===== src/rtl/uart_rx.sv =====
// 8N1 UART receiver with mid-bit sampling and a valid/ack byte handshake.
// Define UART_RX_PARITY_EN to expect one even-parity bit per frame (8E1).
module uart_rx #(
  parameter int CLKS_PER_BIT = 868,
  parameter int DATA_BITS    = 8
) (
  input  logic                 clk,
  input  logic                 rst,
  input  logic                 rx,
  output logic [DATA_BITS-1:0] data,
  output logic                 data_valid,
  input  logic                 data_ack,
  output logic                 frame_err,
  output logic                 overrun,
  output logic                 parity_err,
  output logic                 busy
);

  localparam int TW = $clog2(CLKS_PER_BIT) + 1;
  localparam int IW = $clog2(DATA_BITS);
  localparam logic [TW-1:0] BIT_LAST  = TW'(CLKS_PER_BIT - 1);
  localparam logic [TW-1:0] HALF_LAST = TW'(CLKS_PER_BIT / 2 - 1);
  localparam logic [TW-1:0] TIMER_ONE = TW'(1);
  localparam logic [IW-1:0] IDX_LAST  = IW'(DATA_BITS - 1);
  localparam logic [IW-1:0] IDX_ONE   = IW'(1);

  localparam logic [2:0] IDLE   = 3'd0;
  localparam logic [2:0] START  = 3'd1;
  localparam logic [2:0] DATA   = 3'd2;
`ifdef UART_RX_PARITY_EN
  localparam logic [2:0] PARITY = 3'd3;
`endif
  localparam logic [2:0] STOP   = 3'd4;
  localparam logic [2:0] BREAK  = 3'd5;

  logic                 rx_meta;
  logic                 rx_s;
  logic [2:0]           state;
  logic [TW-1:0]        timer;
  logic [IW-1:0]        idx;
  logic [DATA_BITS-1:0] shift;
  logic                 par_bit;
  logic                 deliver_p;
  logic                 ferr_p;
  logic                 perr_p;

  function automatic logic even_parity(input logic [DATA_BITS-1:0] v);
    return ^v;
  endfunction

  // Two-flop synchroniser for the asynchronous serial line.
  always_ff @(posedge clk) begin
    if (!rst) begin
      rx_meta <= 1'b1;
      rx_s    <= 1'b1;
    end else begin
      rx_meta <= rx;
      rx_s    <= rx_meta;
    end
  end

  // Frame state machine; results are staged in *_p and published one cycle later.
  always_ff @(posedge clk) begin
    if (!rst) begin
      state     <= IDLE;
      timer     <= '0;
      idx       <= '0;
      shift     <= '0;
      par_bit   <= 1'b0;
      deliver_p <= 1'b0;
      ferr_p    <= 1'b0;
      perr_p    <= 1'b0;
    end else begin
      deliver_p <= 1'b0;
      ferr_p    <= 1'b0;
      perr_p    <= 1'b0;
      case (state)
        IDLE: begin
          timer <= '0;
          if (!rx_s) state <= START;
        end
        START: begin
          if (timer == HALF_LAST) begin
            timer <= '0;
            idx   <= '0;
            state <= rx_s ? IDLE : DATA;
          end else begin
            timer <= timer + TIMER_ONE;
          end
        end
        DATA: begin
          if (timer == BIT_LAST) begin
            timer      <= '0;
            shift[idx] <= rx_s;
            idx        <= idx + IDX_ONE;
            if (idx == IDX_LAST) begin
`ifdef UART_RX_PARITY_EN
              state <= PARITY;
`else
              state <= STOP;
`endif
            end
          end else begin
            timer <= timer + TIMER_ONE;
          end
        end
`ifdef UART_RX_PARITY_EN
        PARITY: begin
          if (timer == BIT_LAST) begin
            timer   <= '0;
            par_bit <= rx_s;
            state   <= STOP;
          end else begin
            timer <= timer + TIMER_ONE;
          end
        end
`endif
        STOP: begin
          if (timer == BIT_LAST) begin
            timer <= '0;
`ifdef UART_RX_PARITY_EN
            perr_p <= (even_parity(shift) != par_bit);
`endif
            if (rx_s) begin
              deliver_p <= 1'b1;
              state     <= IDLE;
            end else begin
              ferr_p <= 1'b1;
              state  <= BREAK;
            end
          end else begin
            timer <= timer + TIMER_ONE;
          end
        end
        BREAK: begin
          timer <= '0;
          if (rx_s) state <= IDLE;
        end
        default: begin
          state <= IDLE;
          timer <= '0;
        end
      endcase
    end
  end

  // Output register: delivery beats a simultaneous ack, and overruns only an unacked byte.
  always_ff @(posedge clk) begin
    if (!rst) begin
      data       <= '0;
      data_valid <= 1'b0;
      frame_err  <= 1'b0;
      overrun    <= 1'b0;
      parity_err <= 1'b0;
    end else begin
      frame_err  <= ferr_p;
      parity_err <= perr_p;
      overrun    <= 1'b0;
      if (deliver_p) begin
        data       <= shift;
        data_valid <= 1'b1;
        overrun    <= data_valid && !data_ack;
      end else if (data_valid && data_ack) begin
        data_valid <= 1'b0;
      end else begin
        data_valid <= data_valid;
      end
    end
  end

  assign busy = (state != IDLE);

endmodule


===== config.mk =====
export PLATFORM = sky130hd
export DESIGN_NAME = uart_rx
export DESIGN_NICKNAME = d
export VERILOG_FILES = /design/src/rtl/uart_rx.sv
export SDC_FILE = /design/constraint.sdc
export NUM_CORES = 1
export LEC_CHECK = 0
export BUFFER_PORTS_ARGS = -buffer_cell sky130_fd_sc_hd__buf_2
export CORE_MARGIN = 1.5
export CORE_UTILIZATION = 52
export DETAILED_ROUTE_END_ITERATION = 10
export GPL_TIMING_DRIVEN = 1
export PLACE_DENSITY = 0.75
export SETUP_SLACK_MARGIN = 0.1
export SLEW_MARGIN = 0
export SYNTH_ARGS = -nofsm -noshare
export SYNTH_HDL_FRONTEND = slang
export SYNTH_SLANG_ARGS = --single-unit

===== constraint.sdc =====
create_clock -name clk -period 2 [get_ports clk]
set_clock_uncertainty 0.15 [all_clocks]
set_input_delay 0.4 -clock clk [delete_from_list [all_inputs] [get_ports clk]]
set_output_delay 0.4 -clock clk [all_outputs]
set_load 0.01 [all_outputs]

# == Word-level counts from Yosys, hierarchy flattened ==
# Cells that the tools add are included.
# op_classes
eq_ne,13
n_bitwise,0
div,0
magnitude_cmp,2
shifts,0
mux,22
addsub,2
reduce_logical,14
multipliers,0
# op_table
operator,count
$mux W3,9
$mux W11,2
$pmux W11 S2,1
$pmux W3 S5,1
$ne A2 B2 Y1 const B,6
$add A11 B1 Y11 const B,1
$eq A11 B10 Y1 const B,1
$eq A11 B9 Y1 const B,1
$eq A3 B3 Y1 const B,3
$bwmux W8,1
$pmux W3 S2,1
$reduce_and A3 Y1,2
$reduce_and A6 Y1,1
$mux W1,5
$lt A3 B4 Y1 const B,1
$reduce_and A2 Y1,2
$reduce_bool A2 Y1,2
$add A3 B1 Y3 const B,1
$demux W1 S3,1
$eq A3 B1 Y1 const B,1
$eq A3 B2 Y1 const B,1
$ge A3 B1 Y1 const B,1
$logic_and A1 B1 Y1,3
$logic_not A3 Y1,1
other kinds (4),4
# word_totals
n_memories,0
romBits,0
out_inout_bits,13
word_cells,65
ff_bits,40
latch_bits,0
ramBits,0

# == Logic depth before layout (Yosys ltp) ==
# logic_depth
ltp_word,5
depth_mapped,7
mapped_depth_nobuf,6

# == Worst setup path after synthesis ==
# No wires, ideal clock.
# synth_timing
path_type,register to register
from,register timer[7]
to,register shift[0]
required_time_ns,1.780
setup_time_ns,0.070
arrival_ns,1.689
n_path_buf,0
slack_ns,0.091
path_stages_with_launch,6
cell_sequence,dfxtp_1 and4bb_4 nand4_4 or3_4 or4_1 a21oi_1
# synth_via
elab_chain_cells,2
# synth_lines
item,line_no,text
"start, declared",39,logic [TW-1:0] timer;
"start signal, assigned",88,timer <= timer + TIMER_ONE;
"start signal, assigned",104,timer <= timer + TIMER_ONE;
"start signal, assigned",132,timer <= timer + TIMER_ONE;
$eq A11 B10 Y1,92,if (timer == BIT_LAST) begin
$reduce_and A2 Y1 (no source line),--,
"end signal, assigned by index",94,shift[idx] <= rx_s;
"end, declared",41,logic [DATA_BITS-1:0] shift;
# Every way passes these cells.
# A chain may end at the register's enable or synchronous reset.

# == Worst setup path after layout ==
# layout_timing
from,register timer[10]
to,register shift[0]
# Same word-level chain as after synthesis.

==> flow_summary.toml <==
[run_status]
status = "complete, no violations"

[power]
ir_drop_mv = 0.362
power.density_nw_per_um2 = 643
leakagePower_nw = 0.807

[placed_design]
dp.cells = 258
port_buffers = 15
hpwlAfterDp_um = 2370
gp_congestion = 0.873
place_area_um2 = 1940

[cells_and_area]
syn_to_final_growth_pct = 16.3
nets = 234
design_area_um2 = 2110
diodes = 0
drive_above_1_share_pct = 26.9
instances_no_fill = 273

[synth]
synth_seq_cells = 40
yosysSeqAreaShare_pct = 44.2
netlist.area_leader.share_pct = 44.2
postSynthCellCount = 196
ys_async_sr_fraction_pct = 0
yosys.area.top_type = "dfxtp_1"
synth_most_common_cell = "dfxtp_1"
synthTopCellsByCount = "dfxtp_1, nor2_1, nand3_1"
synth_edf_count = 0
ys_dominant_reg_cell = "dfxtp_1"
synth_area_um2 = 1810
syn_nets = 204
syn_area_per_cell_um2 = 9.25
synth.area.top_cells = "dfxtp_1, mux2i_1, nor2_1, nand3_1, xnor2_1"
synth_warnings = 0
yosysUniqueCellTypes = 44

[routing]
drt_wl_total_um = 3600
vias = 1471
drt-initial-drc-count = 71
vias_per_cell = 5.39
wire_per_inst_um = 13.2
ant_nets = 0
drc = 0
drtPass1Iterations = 4

[setup_path]
worstReg2RegStart = "timer[10]"
worst_setup_path_end_kind = "flop"
cp-start-kind = "flop"
crit_arrival_ns = 2.06
ff2ff_path_depth = 5
crit_fanout = 4
path_class = "reg -> reg"
timing.rr.end = "shift[0]"
cp_data_required_time_ns = 2.14
crit_path_start = "timer[10]"
reg2reg_slack_ns = 0.08

[sta]
drv_slew = 0
setup_violations = 0
tns_ns = 0
worst_pin_slew_ns = 0.504
grt_setup_unrepaired = "yes"
hold_viol_final = 0
finalCritPeriodShare_pct = 96.1
min_period_ns = 1.92
slew_headroom_pct = 66.3
fmax_mhz = 520

[global_route]
antenna_found_initial = 0
overflow = 0
grt_pass1_wl_um = 5660
grt_usage_pct = 20.5
first_global_vias = 1323
grt_max_degree = 18

[floorplan]
start_util_pct = 54.3
core.rowCount = 21
die_w_um = 62.0
coreArea_um2 = 3340
die_y_um = 62.0
dieArea_um2 = 3850
io-pin-count = 17

[clock_network]
clock_latency_ns = 0.36
ctsHoldBuffers = 0
path_clk_slew_ns = 0.12
ctsHtreeMaxLevel = 2
cts-root-buf = "clkbuf_4"
clock_sinks = 40
cts_tree = "built"
cts_buffer_depth = 2
cts_made_buffers = 5

[hold_path]
hold_path.class = "in -> reg"
whs_path_depth = 2
min_to = "rx_meta"
hp-start = "rx"

[run]
drv_cap = 0
where the power goes:
group	leakage, nW	switching [mW]	internal, mW
clock	0.0422	0.252	0.262
sequential	0.326	0.00322	0.800
combinational	0.439	0.0259	0.0138
total	0.807	0.281	1.08
cell type report:
| type | count | area, µm² |
|---|---|---|
| clock buffers | 6 | 41.3 |
| repair buffers | 35 | 233 |
| multi-input cells | 140 | 918 |
| fillers | 280 | 1230 |
| clock inverters | 2 | 35.0 |
| inverters | 4 | 15.0 |
| flip-flops and latches | 40 | 808 |
| well taps | 46 | 57.6 |
sequential cells by signal, indices dropped and copies added, names as in the netlist:
register and flops:
timer 11, data 8, shift 8, idx 3
state 3, data_valid 1, deliver_p 1, ferr_p 1
frame_err 1, overrun 1, rx_meta 1, rx_s 1
worst max-delay path by stage:
stage | to | cells after the start
after floorplan | shift[0] | 5
after CTS | shift[0] | 5
after global routing | shift[0] | 5
after global placement | shift[0] | 5
final | shift[0] | 5
after detailed placement | shift[0] | 5
metal layers:
| layer | vias to the layer above | track usage [%] | routed length [µm] |
|---|---|---|---|
| li1 | 740 | - | - |
| met1 | 683 | 25.6 | 1670 |
| met2 | 40 | 32.7 | 1700 |
| met3 | 8 | 6.21 | 175 |
| met4 | 0 | 8.81 | 57 |
| met5 | - | 0 | 0 |
critical path, cell delays in order (launching register included):
cell	delay [ns]
dfxtp_2	0.34
and4bb_2	0.35
nand4_4	0.12
or3_4	0.36
or4_1	0.41
a21oi_1	0.12
cells in the final DEF (no fill, tap or decap), types with 4 or more instances in the layout:
cell / synthesis / layout
clkbuf_4: 0 / 5
buf_2: 1 / 15
nor2_1: 28 / 27
dfxtp_1: 40 / 34
nand2b_1: 4 / 4
dfxtp_2: 0 / 6
o21ai_0: 7 / 6
xnor2_1: 7 / 7
mux2i_1: 11 / 11
nand3_1: 16 / 15
nand2_1: 9 / 9
or3_1: 5 / 5
a21oi_1: 12 / 11
buf_4: 2 / 18
inv_1: 4 / 4
cell families after synthesis:
| family | Yosys count | share of synthesized area (%) |
|---|---|---|
| compound gates | 28 | 9.04 |
| simple gates | 86 | 26.2 |
| mux | 11 | 6.07 |
| xor+xnor | 10 | 4.83 |
| flops | 40 | 44.2 |
| buf+inv | 16 | 6.76 |
| other cells | 1 | 0.207 |
| fa+ha+maj | 4 | 2.76 |
through the flow:
stage	setup WS [ns]	hold slack [ns]	util [%]	power (mW)
global placement	0.102	0.246	58.0	0.858
global route	0.0301	0.0761	63.2	1.41
floorplan	0.121	0.236	-	0.853
CTS	0.0584	0.0624	61.5	1.37
detailed placement	0.0620	0.248	58.0	0.858
finish	0.0774	0.0714	63.2	1.36
timing repair:
item                       CTS  global route
buffers inserted             4             3
setup endpoints to repair    4            21
gates resized for setup      5            11
pin swaps                    4             5
No activity file was read; power rests on OpenSTA's default activity.
